### config.mk
export PLATFORM = sky130hd
export DESIGN_NAME = muldiv_ctrl_flat
export DESIGN_NICKNAME = d
export VERILOG_FILES = /design/src/rtl/muldiv_pkg.sv /design/src/rtl/muldiv_if.sv /design/src/rtl/muldiv_step.sv /design/src/rtl/muldiv_ctrl.sv /design/src/flat_wrapper.sv
export SDC_FILE = /design/constraint.sdc
export NUM_CORES = 1
export LEC_CHECK = 0
export BUFFER_PORTS_ARGS = -buffer_cell sky130_fd_sc_hd__buf_2
export CAP_MARGIN = 40
export CELL_PAD_IN_SITES_DETAIL_PLACEMENT = 0
export CELL_PAD_IN_SITES_GLOBAL_PLACEMENT = 1
export CORE_ASPECT_RATIO = 1.5
export CORE_MARGIN = 2
export CORE_UTILIZATION = 31
export DETAILED_ROUTE_END_ITERATION = 8
export PLACE_DENSITY = 0.64
export SLEW_MARGIN = 20
export SYNTH_ARGS = -nofsm -noshare
export SYNTH_HDL_FRONTEND = slang
export SYNTH_SLANG_ARGS = --single-unit
### constraint.sdc
create_clock -name clk -period 9.9 [get_ports clk]
set_input_delay 0.495 -clock clk [delete_from_list [all_inputs] [get_ports clk]]
set_output_delay 0.495 -clock clk [all_outputs]
set_load 0.01 [all_outputs]
### src/rtl/muldiv_pkg.sv
`default_nettype none
// ============================================================================
// Module   : muldiv_pkg
// Purpose  : Shared definitions for the HI/LO multiply/divide sequencer.
//            - MD_* opcodes issued by the execute stage
//            - FSM state encoding used by muldiv_ctrl
// Ports    : none (package)
// Config   : MULDIV_DIV_EN (consumed by muldiv_ctrl / muldiv_step)
// Revision : 1.0 - initial release
// ============================================================================
package muldiv_pkg;

  localparam logic [2:0] MD_MULT  = 3'b000;
  localparam logic [2:0] MD_MULTU = 3'b001;
  localparam logic [2:0] MD_DIV   = 3'b010;
  localparam logic [2:0] MD_DIVU  = 3'b011;
  localparam logic [2:0] MD_MFHI  = 3'b100;
  localparam logic [2:0] MD_MFLO  = 3'b101;
  localparam logic [2:0] MD_MTHI  = 3'b110;
  localparam logic [2:0] MD_MTLO  = 3'b111;

  typedef enum logic [1:0] {
    IDLE = 2'b00,
    MUL  = 2'b01,
    DIV  = 2'b10,
    FIX  = 2'b11
  } state_t;

endpackage
`default_nettype wire

### src/rtl/muldiv_if.sv
`default_nettype none
// ============================================================================
// Module   : muldiv_if
// Purpose  : Request/response bundle between the execute stage (master) and
//            the multiply/divide sequencer (slave).
// Ports    : start, op[2:0], a, b, flush   (master -> slave)
//            busy, done, result            (slave  -> master)
// Revision : 1.0 - initial release
// ============================================================================
interface muldiv_if #(
  parameter int WIDTH = 32
);
  logic             start;
  logic [2:0]       op;
  logic [WIDTH-1:0] a;
  logic [WIDTH-1:0] b;
  logic             flush;
  logic             busy;
  logic             done;
  logic [WIDTH-1:0] result;

  modport master (output start, op, a, b, flush, input busy, done, result);
  modport slave  (input start, op, a, b, flush, output busy, done, result);
endinterface
`default_nettype wire

### src/rtl/muldiv_step.sv
`default_nettype none
// ============================================================================
// Module   : muldiv_step
// Purpose  : One combinational iteration of the HI/LO engine.
//            mode=0 : add-shift multiply (acc_lo holds the multiplier, the
//                     product shifts in from the top of acc_hi)
//            mode=1 : restoring shift-subtract divide (acc_hi is the partial
//                     remainder, acc_lo shifts dividend out / quotient in)
// Ports    : acc_hi, acc_lo, operand, mode -> next_hi, next_lo
// Config   : MULDIV_DIV_EN undefined removes the divide datapath.
// Revision : 1.0 - initial release
// ============================================================================
module muldiv_step #(
  parameter int WIDTH = 32
) (
  input  logic [WIDTH-1:0] acc_hi,
  input  logic [WIDTH-1:0] acc_lo,
  input  logic [WIDTH-1:0] operand,
  input  logic             mode,
  output logic [WIDTH-1:0] next_hi,
  output logic [WIDTH-1:0] next_lo
);

  // Carry out of the add is kept so the shifted product never loses a bit.
  logic [WIDTH:0] w_sum;
  assign w_sum = {1'b0, acc_hi} + (acc_lo[0] ? {1'b0, operand} : {(WIDTH + 1){1'b0}});

`ifdef MULDIV_DIV_EN
  logic [WIDTH:0]   w_shift;
  logic             w_ge;
  logic [WIDTH-1:0] w_sub;

  // Partial remainder shifted left with the next dividend bit; it is one bit
  // wider than the divisor, so the compare runs at WIDTH+1 bits. When it
  // succeeds the difference is below the divisor and fits in WIDTH bits.
  assign w_shift = {acc_hi, acc_lo[WIDTH-1]};
  assign w_ge    = (w_shift >= {1'b0, operand});
  assign w_sub   = w_shift[WIDTH-1:0] - operand;

  always_comb begin
    next_hi = w_sum[WIDTH:1];
    next_lo = {w_sum[0], acc_lo[WIDTH-1:1]};
    if (mode) begin
      next_hi = w_ge ? w_sub : w_shift[WIDTH-1:0];
      next_lo = {acc_lo[WIDTH-2:0], w_ge};
    end
  end
`else
  logic w_unused_mode;
  assign w_unused_mode = mode;
  assign next_hi = w_sum[WIDTH:1];
  assign next_lo = {w_sum[0], acc_lo[WIDTH-1:1]};
`endif

endmodule
`default_nettype wire

### src/rtl/muldiv_ctrl.sv
`default_nettype none
// ============================================================================
// Module   : muldiv_ctrl
// Purpose  : Multi-cycle sequencer for the HI/LO multiply/divide resource.
//            IDLE -> MUL|DIV (WIDTH iterations) -> FIX (sign fix + commit).
//            Owns HI/LO, stalls the pipeline through busy, pulses done on the
//            final busy cycle.
// Ports    : clk, rst (async, active-high)
//            md (muldiv_if.slave): start, op, a, b, flush -> busy, done, result
// Config   : MULDIV_DIV_EN defined   -> div/divu executed
//            MULDIV_DIV_EN undefined -> div/divu accepted as no-ops
// Revision : 1.0 - initial release
// ============================================================================
module muldiv_ctrl
  import muldiv_pkg::*;
#(
  parameter int WIDTH = 32
) (
  input  logic    clk,
  input  logic    rst,
  muldiv_if.slave md
);

  localparam int                 c_cnt_w = (WIDTH > 1) ? $clog2(WIDTH) : 1;
  localparam logic [c_cnt_w-1:0] c_last  = c_cnt_w'(WIDTH - 1);

  state_t             r_state;
  state_t             w_state_nxt;
  logic [c_cnt_w-1:0] r_cnt;
  logic [WIDTH-1:0]   r_hi;
  logic [WIDTH-1:0]   r_lo;
  logic [WIDTH-1:0]   r_acc_hi;
  logic [WIDTH-1:0]   r_acc_lo;
  logic [WIDTH-1:0]   r_operand;
  logic               r_neg;      // negate product / quotient in FIX
`ifdef MULDIV_DIV_EN
  logic               r_is_div;
  logic               r_neg_rem;  // remainder follows the dividend sign
  logic               w_is_div;
`endif

  logic               w_accept;
  logic               w_is_mul;
  logic               w_is_signed;
  logic               w_sign_a;
  logic               w_sign_b;
  logic               w_busy;
  logic               w_done;
  logic               w_iter;
  logic [WIDTH-1:0]   w_abs_a;
  logic [WIDTH-1:0]   w_abs_b;
  logic [WIDTH-1:0]   w_step_hi;
  logic [WIDTH-1:0]   w_step_lo;
  logic [2*WIDTH-1:0] w_prod;

  // Flush in the same cycle as start kills the request, mt* included.
  assign w_accept    = (r_state == IDLE) && md.start && !md.flush;
  assign w_is_mul    = (md.op == MD_MULT) || (md.op == MD_MULTU);
  assign w_is_signed = (md.op == MD_MULT) || (md.op == MD_DIV);
  assign w_sign_a    = w_is_signed && md.a[WIDTH-1];
  assign w_sign_b    = w_is_signed && md.b[WIDTH-1];
  assign w_abs_a     = w_sign_a ? -md.a : md.a;
  assign w_abs_b     = w_sign_b ? -md.b : md.b;
`ifdef MULDIV_DIV_EN
  assign w_is_div    = (md.op == MD_DIV) || (md.op == MD_DIVU);
`endif

  assign w_iter = (r_state == MUL) || (r_state == DIV);
  assign w_prod = r_neg ? -{r_acc_hi, r_acc_lo} : {r_acc_hi, r_acc_lo};

  muldiv_step #(.WIDTH(WIDTH)) u_step (
    .acc_hi  (r_acc_hi),
    .acc_lo  (r_acc_lo),
    .operand (r_operand),
    .mode    (r_state == DIV),
    .next_hi (w_step_hi),
    .next_lo (w_step_lo)
  );

  always_ff @(posedge clk or posedge rst) begin
    if (rst) begin
      r_state <= IDLE;
    end else begin
      r_state <= w_state_nxt;
    end
  end

  always_comb begin
    w_state_nxt = r_state;
    w_busy      = 1'b0;
    w_done      = 1'b0;
    case (r_state)
      IDLE: begin
        if (w_accept) begin
          if (w_is_mul) begin
            w_state_nxt = MUL;
          end
`ifdef MULDIV_DIV_EN
          else if (w_is_div) begin
            w_state_nxt = DIV;
          end
`endif
        end
      end
`ifdef MULDIV_DIV_EN
      MUL, DIV: begin
`else
      MUL: begin
`endif
        w_busy = 1'b1;
        if (md.flush) begin
          w_state_nxt = IDLE;
        end else if (r_cnt == c_last) begin
          w_state_nxt = FIX;
        end
      end
      // The op has already completed here, so flush cannot cancel it.
      FIX: begin
        w_busy      = 1'b1;
        w_done      = 1'b1;
        w_state_nxt = IDLE;
      end
      default: w_state_nxt = IDLE;
    endcase
  end

  always_ff @(posedge clk or posedge rst) begin
    if (rst) begin
      r_cnt     <= '0;
      r_hi      <= '0;
      r_lo      <= '0;
      r_acc_hi  <= '0;
      r_acc_lo  <= '0;
      r_operand <= '0;
      r_neg     <= 1'b0;
`ifdef MULDIV_DIV_EN
      r_is_div  <= 1'b0;
      r_neg_rem <= 1'b0;
`endif
    end else if (w_accept) begin
      if (w_is_mul) begin
        r_acc_hi  <= '0;
        r_acc_lo  <= w_abs_b;
        r_operand <= w_abs_a;
        r_cnt     <= '0;
        r_neg     <= w_sign_a ^ w_sign_b;
`ifdef MULDIV_DIV_EN
        r_is_div  <= 1'b0;
`endif
      end
`ifdef MULDIV_DIV_EN
      else if (w_is_div) begin
        r_acc_hi  <= '0;
        r_acc_lo  <= w_abs_a;
        r_operand <= w_abs_b;
        r_cnt     <= '0;
        // Divide-by-zero keeps the all-ones quotient unsigned.
        r_neg     <= (w_sign_a ^ w_sign_b) && (md.b != '0);
        r_neg_rem <= w_sign_a;
        r_is_div  <= 1'b1;
      end
`endif
      else if (md.op == MD_MTHI) begin
        r_hi <= md.a;
      end else if (md.op == MD_MTLO) begin
        r_lo <= md.a;
      end
    end else if (w_iter) begin
      r_acc_hi <= w_step_hi;
      r_acc_lo <= w_step_lo;
      if (r_cnt != c_last) begin
        r_cnt <= r_cnt + 1'b1;
      end
    end else if (w_done) begin
`ifdef MULDIV_DIV_EN
      if (r_is_div) begin
        r_lo <= r_neg ? -r_acc_lo : r_acc_lo;
        r_hi <= r_neg_rem ? -r_acc_hi : r_acc_hi;
      end else begin
        {r_hi, r_lo} <= w_prod;
      end
`else
      {r_hi, r_lo} <= w_prod;
`endif
    end
  end

  assign md.busy   = w_busy;
  assign md.done   = w_done;
  assign md.result = (md.op == MD_MFHI) ? r_hi :
                     (md.op == MD_MFLO) ? r_lo : '0;

endmodule
`default_nettype wire

### src/flat_wrapper.sv
// flat-port wrapper written by rule: the top's interface ports become plain ports
module muldiv_ctrl_flat import muldiv_pkg::*;
#(
  parameter int WIDTH = 32
)
  (clk, rst, md_start, md_op, md_a, md_b, md_flush, md_busy, md_done, md_result);
  muldiv_if #(.WIDTH(WIDTH)) md_i ();
  input  logic clk;
  input  logic rst;
  input wire logic [$bits(md_i.start)-1:0] md_start;
  input wire logic [$bits(md_i.op)-1:0] md_op;
  input wire logic [$bits(md_i.a)-1:0] md_a;
  input wire logic [$bits(md_i.b)-1:0] md_b;
  input wire logic [$bits(md_i.flush)-1:0] md_flush;
  output wire logic [$bits(md_i.busy)-1:0] md_busy;
  output wire logic [$bits(md_i.done)-1:0] md_done;
  output wire logic [$bits(md_i.result)-1:0] md_result;
  assign md_i.start = md_start;
  assign md_i.op = md_op;
  assign md_i.a = md_a;
  assign md_i.b = md_b;
  assign md_i.flush = md_flush;
  assign md_busy = md_i.busy;
  assign md_done = md_i.done;
  assign md_result = md_i.result;
  muldiv_ctrl #(.WIDTH(WIDTH)) u_core (.clk(clk), .rst(rst), .md(md_i));
endmodule
**After elaboration in Yosys (flattened, before gate mapping)**

Cells that the tools add are included.

- ROM bits: 0
- Output and inout port bits: 34
- Latch bits: 0
- Register bits: 168
- Word-level logic and storage cells: 88
- Memories: 0
- Bits in writable memories: 0

- $add $sub $neg: 5
- Muxes and demuxes: 34
- Shift-type cells: 0
- Divide/modulo/power cells: 0
- $lt $le $gt $ge: 0
- Reductions and logical operators: 20
- Equal/unequal tests: 20
- Multiply operators: 0
- Bitwise operators: 1

Operators with widths:

| kind | number |
|---|---|
| $mux W32 | 22 |
| $mux W64 | 1 |
| $neg A32 Y32 | 2 |
| $neg A64 Y64 | 1 |
| $add A32 B33 Y33 | 1 |
| $mux W5 | 4 |
| $eq A3 B3 Y1 const B | 4 |
| $ne A2 B2 Y1 const B | 5 |
| $mux W2 | 4 |
| $ne A2 B1 Y1 const B | 3 |
| $reduce_and A3 Y1 | 2 |
| $reduce_bool A2 Y1 | 3 |
| $add A5 B1 Y5 const B | 1 |
| $eq A5 B5 Y1 const B | 1 |
| $ne A5 B5 Y1 const B | 1 |
| $reduce_and A5 Y1 | 1 |
| $eq A2 B2 Y1 const B | 2 |
| $logic_and A1 B1 Y1 | 4 |
| $pmux W2 S2 | 1 |
| $reduce_and A2 Y1 | 2 |
| $reduce_and A4 Y1 | 1 |
| $eq A3 B1 Y1 const B | 1 |
| $eq A3 B2 Y1 const B | 1 |
| $logic_not A3 Y1 | 1 |
| other kinds (8) | 11 |

**Logic depth before layout (Yosys ltp)**

Gate-level depths: netlist (run 1).

- Depth after elaboration: 6
- Depth in mapped cells: 11
- Mapped depth without buffers: 9

**By module**

From an unflattened synthesis (run 1), not the netlist that was laid out.

- Cells, all modules: 1423
- Area total of the unflattened synthesis: 12221.7 sq um

By module, submodules not included:

| module | seq. area each (sq um) | area each (sq um) | times used | cells each |
|---|---|---|---|---|
| muldiv_ctrl | 4204.0 | 10034.6 | 1 | 1128 |
| muldiv_step | 0.0 | 2187.1 | 1 | 295 |

**Least setup slack after synthesis (run 1)**

Ideal clock, no wire load.

- Path kind: register -> register
- Start: register u_core.r_acc_lo[0]
- End: register u_core.r_acc_hi[25]
- Clock period less this slack: 3.033 ns
- Buffers on the path: 2
- Data arrival time: 2.911 ns
- Slack: 6.867 ns
- Stages on the path, launching flop included: 12
- Data required time: 9.778 ns
- Cells stage by stage: dfrtp_1 clkbuf_1 clkbuf_1 and2_1 ha_1 fa_1 a21oi_1 o211ai_1 nand4_1 a2111oi_0 o31ai_1 a32o_1

- Word-level cells in the longest chain between the ends: 4

Ends and longest elaborated chain:

| what | RTL line | text |
|---|---|---|
| start, declared | muldiv_ctrl.sv:33 | `logic [WIDTH-1:0] r_acc_lo;` |
| start signal, assigned | muldiv_ctrl.sv:143 | `r_acc_lo <= w_abs_b;` |
| start signal, assigned | muldiv_ctrl.sv:170 | `r_acc_lo <= w_step_lo;` |
| $mux W32 | muldiv_step.sv:26 | `assign w_sum = {1'b0, acc_hi} + (acc_lo[0] ? {1'b0, operand} : {(WIDTH + 1){1'b0}});` |
| $add A32 B33 Y33 | muldiv_step.sv:26 |  |
| $mux W32 | muldiv_ctrl.sv:168 | `end else if (w_iter) begin` |
| $mux W32 | muldiv_ctrl.sv:140 | `end else if (w_accept) begin` |
| end signal, assigned | muldiv_ctrl.sv:169 | `r_acc_hi <= w_step_hi;` |
| end, declared | muldiv_ctrl.sv:32 | `logic [WIDTH-1:0] r_acc_hi;` |

Every way passes these cells. The select of a mux whose other input is x is not followed.
A chain may end at the register's enable or synchronous reset.

**Worst setup path in the final report (run 1)**

Same ends and word-level chain as after synthesis.

==> results of run 1 <==
[sequential cells by signal, summed over array words and instances, names as in the netlist]
register	flops
u_core.r_cnt	5
u_core.r_acc_lo	32
u_core.r_acc_hi	32
u_core.r_lo	32
u_core.r_neg	1
u_core.r_hi	32
u_core.r_state	2
u_core.r_operand	32
[cell families after synthesis]
kind of cell / share of synthesized area
DFF: 0.344
muxes: 0.0131
AOI/OAI and AO/OA: 0.254
buffers and inverters: 0.0394
and+or+nand+nor: 0.214
xor gates and xnor gates: 0.0918
adders and majority gates: 0.0426
[critical path, stage by stage (launching register included)]
cell and delay (ps):
dfrtp_1 530, buf_4 360, and2_1 180, ha_1 200, fa_1 240, a21oi_1 120, o211ai_1 340, nand4_1 250
a2111oi_0 930, o31ai_1 170, a32o_1 300
[area by class of cell]
cell class / count / area, um^2
multi-input combinational: 1186 / 7560
timing repair buffer: 132 / 822
clock inverter: 14 / 173
sequential: 168 / 4210
antenna: 1 / 2.50
fill: 4059 / 25200
clock buffer: 17 / 425
inverter: 25 / 98.8
tap: 500 / 626
[layer usage]
layer | part of all wire | track usage | vias up
met5 | 0 | 0 | -
met4 | 0.047 | 0.112 | 0
met3 | 0.046 | 0.0278 | 94
met2 | 0.49 | 0.366 | 355
met1 | 0.42 | 0.262 | 5546
li1 | - | - | 5520
[cell usage in the layout (no fill, tap or decap), drive strengths merged, types with 28 or more instances in the layout]
| cell | n |
|---|---|
| buf | 132 |
| nor3 | 39 |
| ha | 40 |
| xnor2 | 48 |
| and2 | 38 |
| o21ai | 151 |
| o31ai | 35 |
| xor2 | 80 |
| a22o | 33 |
| a21oi | 104 |
| dfrtp | 168 |
| inv | 29 |
| nand4 | 28 |
| nor2 | 108 |
| nand2 | 182 |
[metrics by stage]
stage / area, um^2 / cells / worst slack, ps
after detailed placement: 13300 / 2009 / 6280
final: 13900 / 2043 / 6180
after CTS: 13900 / 2040 / 6250
after floorplan: 12200 / 1478 / 4860
after global placement: 13100 / 1999 / 6250
after global routing: 13900 / 2042 / 6000
[final timing paths]
| check | from | endpoint | slack, ps |
|---|---|---|---|
| worst min-delay path | rst | u_core.r_operand[1] | 90 |
| worst min register to register | u_core.r_operand[29] | u_core.r_operand[29] | 470 |
| worst max register to register | u_core.r_acc_lo[0] | u_core.r_acc_hi[25] | 6180 |
| max in group asynchronous | rst | u_core.r_lo[22] | 8800 |
| min in group clk | md_b[10] | u_core.r_acc_lo[10] | 370 |
| worst max-delay path | u_core.r_acc_lo[0] | u_core.r_acc_hi[25] | 6180 |
[power by group through the flow]
stage | registers (uW) | clock network, uW | logic, uW
after floorplan | 1170 | 0 | 1340
after global placement | 1350 | 0 | 1750
after detailed placement | 1330 | 0 | 1800
after CTS | 1320 | 726 | 1810
after global routing | 1360 | 749 | 2030
final | 1330 | 710 | 1810
==> impl_metrics.json, run 1 <==
{
  "synth_cell_types": 81,
  "wl_per_cell_um": 21.5,
  "synth_edf_count": 0,
  "netlist.area_leader.share": 0.344,
  "synth_top_cell_by_area": "dfrtp_1",
  "yosys-top-cells-count": "nand2_1 (182), dfrtp_1 (168), o21ai_0 (150)",
  "initial_core_util": 0.312,
  "rows": 89,
  "sw_frac_of_total": 0.460,
  "relSlewSlack": 0.324,
  "die_area_um2": 41000,
  "r2r_cells": 10,
  "post-cts-setup-buffers": 0,
  "synth.most_common_cell": "nand2_1",
  "cp_data_required_time_ps": 10250,
  "period_share": 0.376,
  "clock_latency_ps": 460,
  "grt_pass1_vias": 11580,
  "ir_drop_mv": 0.106,
  "internal-power_uw": 2080,
  "critPathLaunchType": "flip-flop",
  "dp_hpwl_um": 32200,
  "cts_root_buf": "clkbuf_16",
  "num_vias": 11515,
  "pin_count": 105,
  "synthesis.instances": 1478,
  "clkPwrFrac": 0.184,
  "io_buffers": 104,
  "status": "completed",
  "clockBufferDepth": 2,
  "cts_buffers": 17,
  "crit_fanout": 31,
  "synth-seq-cells": 168,
  "detail_route.first_pass.iterations": 5,
  "setup.worst_path.end_class": "flip-flop",
  "finalClockSkew_ps": 12.1,
  "area_growth_pct": 14.0,
  "seq_power_share": 0.344,
  "critPathKind": "flip-flop to flip-flop",
  "fmax_mhz": 269,
  "core-area_um2": 39100,
  "die_w_um": 166,
  "cts_tree": "yes",
  "setup_tns_ps": 0,
  "clock-sinks": 168,
  "min_period_ps": 3720,
  "hold_viol": 0,
  "syn_area_um2": 12200,
  "power_frac_comb": 0.471,
  "grt_max_degree": 85,
  "vias_per_cell": 5.64,
  "yosysWarnings": 0,
  "hold_class": "input port to async pin",
  "overflow": 0,
  "layout.nets": 1642,
  "max_cap_violations": 0,
  "antenna_found_initial": 1,
  "grt_pass1_wl_um": 68100,
  "ys.flop_type": "dfrtp_1",
  "wl_um": 44000,
  "path_clk_slew_ps": 70,
  "drive_gt1_frac": 0.128,
  "synthesis.nets": 1590,
  "postSynth.asyncResetShare": 1.00,
  "h-tree-depth": 4,
  "gp_congestion": 0.881,
  "seq_area_frac_synth": 0.344,
  "cts_resized": 0,
  "ant_nets": 0,
  "die_y_um": 247,
  "power_uw": 3850,
  "setup_viol": 0,
  "power.leakage_uw": 0.00592,
  "power_density_nw_per_um2": 277,
  "fin_util": 0.356,
  "dr.first_iter.drc_count": 861,
  "switching_power_uw": 1770,
  "drv_slew": 0,
  "hold_buffers": 0,
  "synth.area.top_cells": "dfrtp_1 (34%), o21ai_0 (6.2%), xor2_1 (5.7%)",
  "drc": 0,
  "worst_slew_pin_slew_ps": 988,
  "rsz0062_at_grt": "no",
  "syn_area_per_cell_um2": 8.26,
  "hold_slack_ps": 87.0,
  "cp.arrival_ps": 4070,
  "track_usage": 0.214
}
Note: power is estimated with default switching activity, not from simulation.
==> run 2, diff against run 1 <==
--- a/config.mk
+++ b/config.mk
@@ -13,7 +13,7 @@
 export CORE_MARGIN = 2
 export CORE_UTILIZATION = 31
 export DETAILED_ROUTE_END_ITERATION = 8
-export PLACE_DENSITY = 0.64
+export PLACE_DENSITY = 0.67
 export SLEW_MARGIN = 20
 export SYNTH_ARGS = -nofsm -noshare
 export SYNTH_HDL_FRONTEND = slang
==> constraint.sdc (replaced) <==
create_clock -name clk -period 3.03 [get_ports clk]
set_input_delay 0.1515 -clock clk [delete_from_list [all_inputs] [get_ports clk]]
set_output_delay 0.1515 -clock clk [all_outputs]
set_load 0.01 [all_outputs]
==> run 2 against run 1 <==
  * Die area did not move
  * Highest routed layer unchanged
  * Largest cell class unchanged
  * Design area rose by 3.5%
  * Critical endpoint is now u_core.r_acc_hi[30]
  * Critical path type unchanged
  * Routed wire length rose by 0.70%
==> impl_metrics.json, run 2 (same netlist as run 1, synthesis figures left out) <==
{
  "status": "completed",
  "clock_latency_ps": 470,
  "critPathLaunchType": "flip-flop",
  "relSlewSlack": 0.489,
  "pin_count": 105,
  "sw_frac_of_total": 0.465,
  "final_common_cell": "nand2_1",
  "grt_pass1_wl_um": 67900,
  "num_vias": 11801,
  "overflow": 0,
  "dr.first_iter.drc_count": 861,
  "setup_viol": 0,
  "final_cell_mix": "nand2_1 (181), dfrtp_1 (167), o21ai_0 (150), nor2_1 (105)",
  "cp.arrival_ps": 3180,
  "clockBufferDepth": 2,
  "core-area_um2": 39100,
  "h-tree-depth": 4,
  "clock-sinks": 168,
  "worst_slew_pin_slew_ps": 766,
  "drc": 0,
  "io_buffers": 104,
  "drv_slew": 0,
  "power_uw": 13000,
  "cp_data_required_time_ps": 3380,
  "hold_class": "input port to flip-flop",
  "layout.nets": 1699,
  "switching_power_uw": 6050,
  "cts_root_buf": "clkbuf_16",
  "min_period_ps": 2830,
  "ir_drop_mv": 0.334,
  "wl_per_cell_um": 21.1,
  "cts_buffers": 17,
  "grt_pass1_vias": 11521,
  "r2r_cells": 9,
  "whs_path_depth": 3,
  "period_share": 0.935,
  "power_frac_comb": 0.506,
  "ant_nets": 0,
  "max_cap_violations": 0,
  "cts_tree": "yes",
  "die_area_um2": 41000,
  "power.leakage_uw": 0.00620,
  "seq_power_share": 0.321,
  "rows": 89,
  "rsz0062_at_grt": "no",
  "antennaDiodeCount": 0,
  "gp_congestion": 0.899,
  "finalClockSkew_ps": 17.0,
  "initial_core_util": 0.312,
  "setup_tns_ps": 0,
  "grt_max_degree": 85,
  "area_growth_pct": 18.0,
  "track_usage": 0.214,
  "die_w_um": 166,
  "internal-power_uw": 6970,
  "detail_route.first_pass.iterations": 5,
  "dp_hpwl_um": 33300,
  "clkPwrFrac": 0.174,
  "hold_viol": 0,
  "setup.worst_path.end_class": "flip-flop",
  "crit_fanout": 31,
  "fillerInstances": 3993,
  "path_clk_slew_ps": 70,
  "antenna_found_initial": 0,
  "wl_um": 44300,
  "critPathKind": "flip-flop to flip-flop",
  "power_density_nw_per_um2": 904,
  "post-cts-setup-buffers": 0,
  "fmax_mhz": 353,
  "die_y_um": 247,
  "drive_gt1_frac": 0.164,
  "vias_per_cell": 5.62
}
==> run 2: layer usage <==
layer,share of wire,GRT usage
met5,0,0
met4,0.035,0.0831
met3,0.043,0.0278
met2,0.50,0.379
met1,0.42,0.262
==> run 2: repair_timing <==
action | CTS | global route
hold buffers | 1 | 0
resized for setup | 0 | 7
endpoints found under the hold margin | 29 | 0
setup endpoints to repair | 0 | 3
==> run 2: metrics by stage <==
| stage | cell area (um^2) | utilization | std cells | setup WS, ps | hold slack (ps) |
|---|---|---|---|---|---|
| floorplan | 12200 | - | 1478 | 79.3 | 292 |
| global placement | 13700 | 0.351 | 2065 | 85.7 | 344 |
| detailed placement | 13800 | 0.353 | 2067 | 117 | 168 |
| CTS | 14400 | 0.368 | 2100 | 105 | 19.2 |
| global route | 14400 | 0.368 | 2100 | 35.0 | 40.5 |
| finish | 14400 | 0.368 | 2100 | 196 | 31.8 |
==> run 2: worst max-delay path, cell delays in order (launching register included) <==
cell,delay [ps]
dfrtp_1,420
buf_12,180
and2_1,170
ha_2,380
nand4_1,170
or2_2,350
o22ai_1,330
o211ai_1,200
a31o_2,270
a32o_1,250
==> run 2: power by group through the flow <==
| stage | clock network [uW] | logic [uW] | registers (uW) |
|---|---|---|---|
| finish | 2260 | 6580 | 4170 |
| global route | 2390 | 7290 | 4290 |
| CTS | 2300 | 6570 | 4160 |
| detailed placement | 0 | 6530 | 4190 |
| global placement | 0 | 6430 | 4180 |
| floorplan | 0 | 4390 | 3810 |
==> run 2: area by class of cell <==
| type | instances | area [um^2] | share of cell area |
|---|---|---|---|
| Multi-Input combinational cell | 1186 | 7600 | 0.528 |
| Sequential cell | 168 | 4210 | 0.292 |
| Timing Repair Buffer | 189 | 1290 | 0.0895 |
| Tap cell | 500 | 626 | 0.0434 |
| Clock buffer | 18 | 439 | 0.0305 |
| Clock inverter | 14 | 146 | 0.0102 |
| Inverter | 25 | 97.6 | 0.00678 |
==> run 2: path summary, 6_finish.rpt <==
kind                                 startpoint                   end  slack (ps)
min in group asynchronous                   rst  u_core.r_operand[11]         240
max                          u_core.r_acc_lo[0]   u_core.r_acc_hi[30]         200
min reg2reg                u_core.r_operand[26]  u_core.r_operand[26]         470
max reg2reg                  u_core.r_acc_lo[0]   u_core.r_acc_hi[30]         200
max in group asynchronous                   rst          u_core.r_neg        2010
min                                    md_flush     u_core.r_state[1]          30
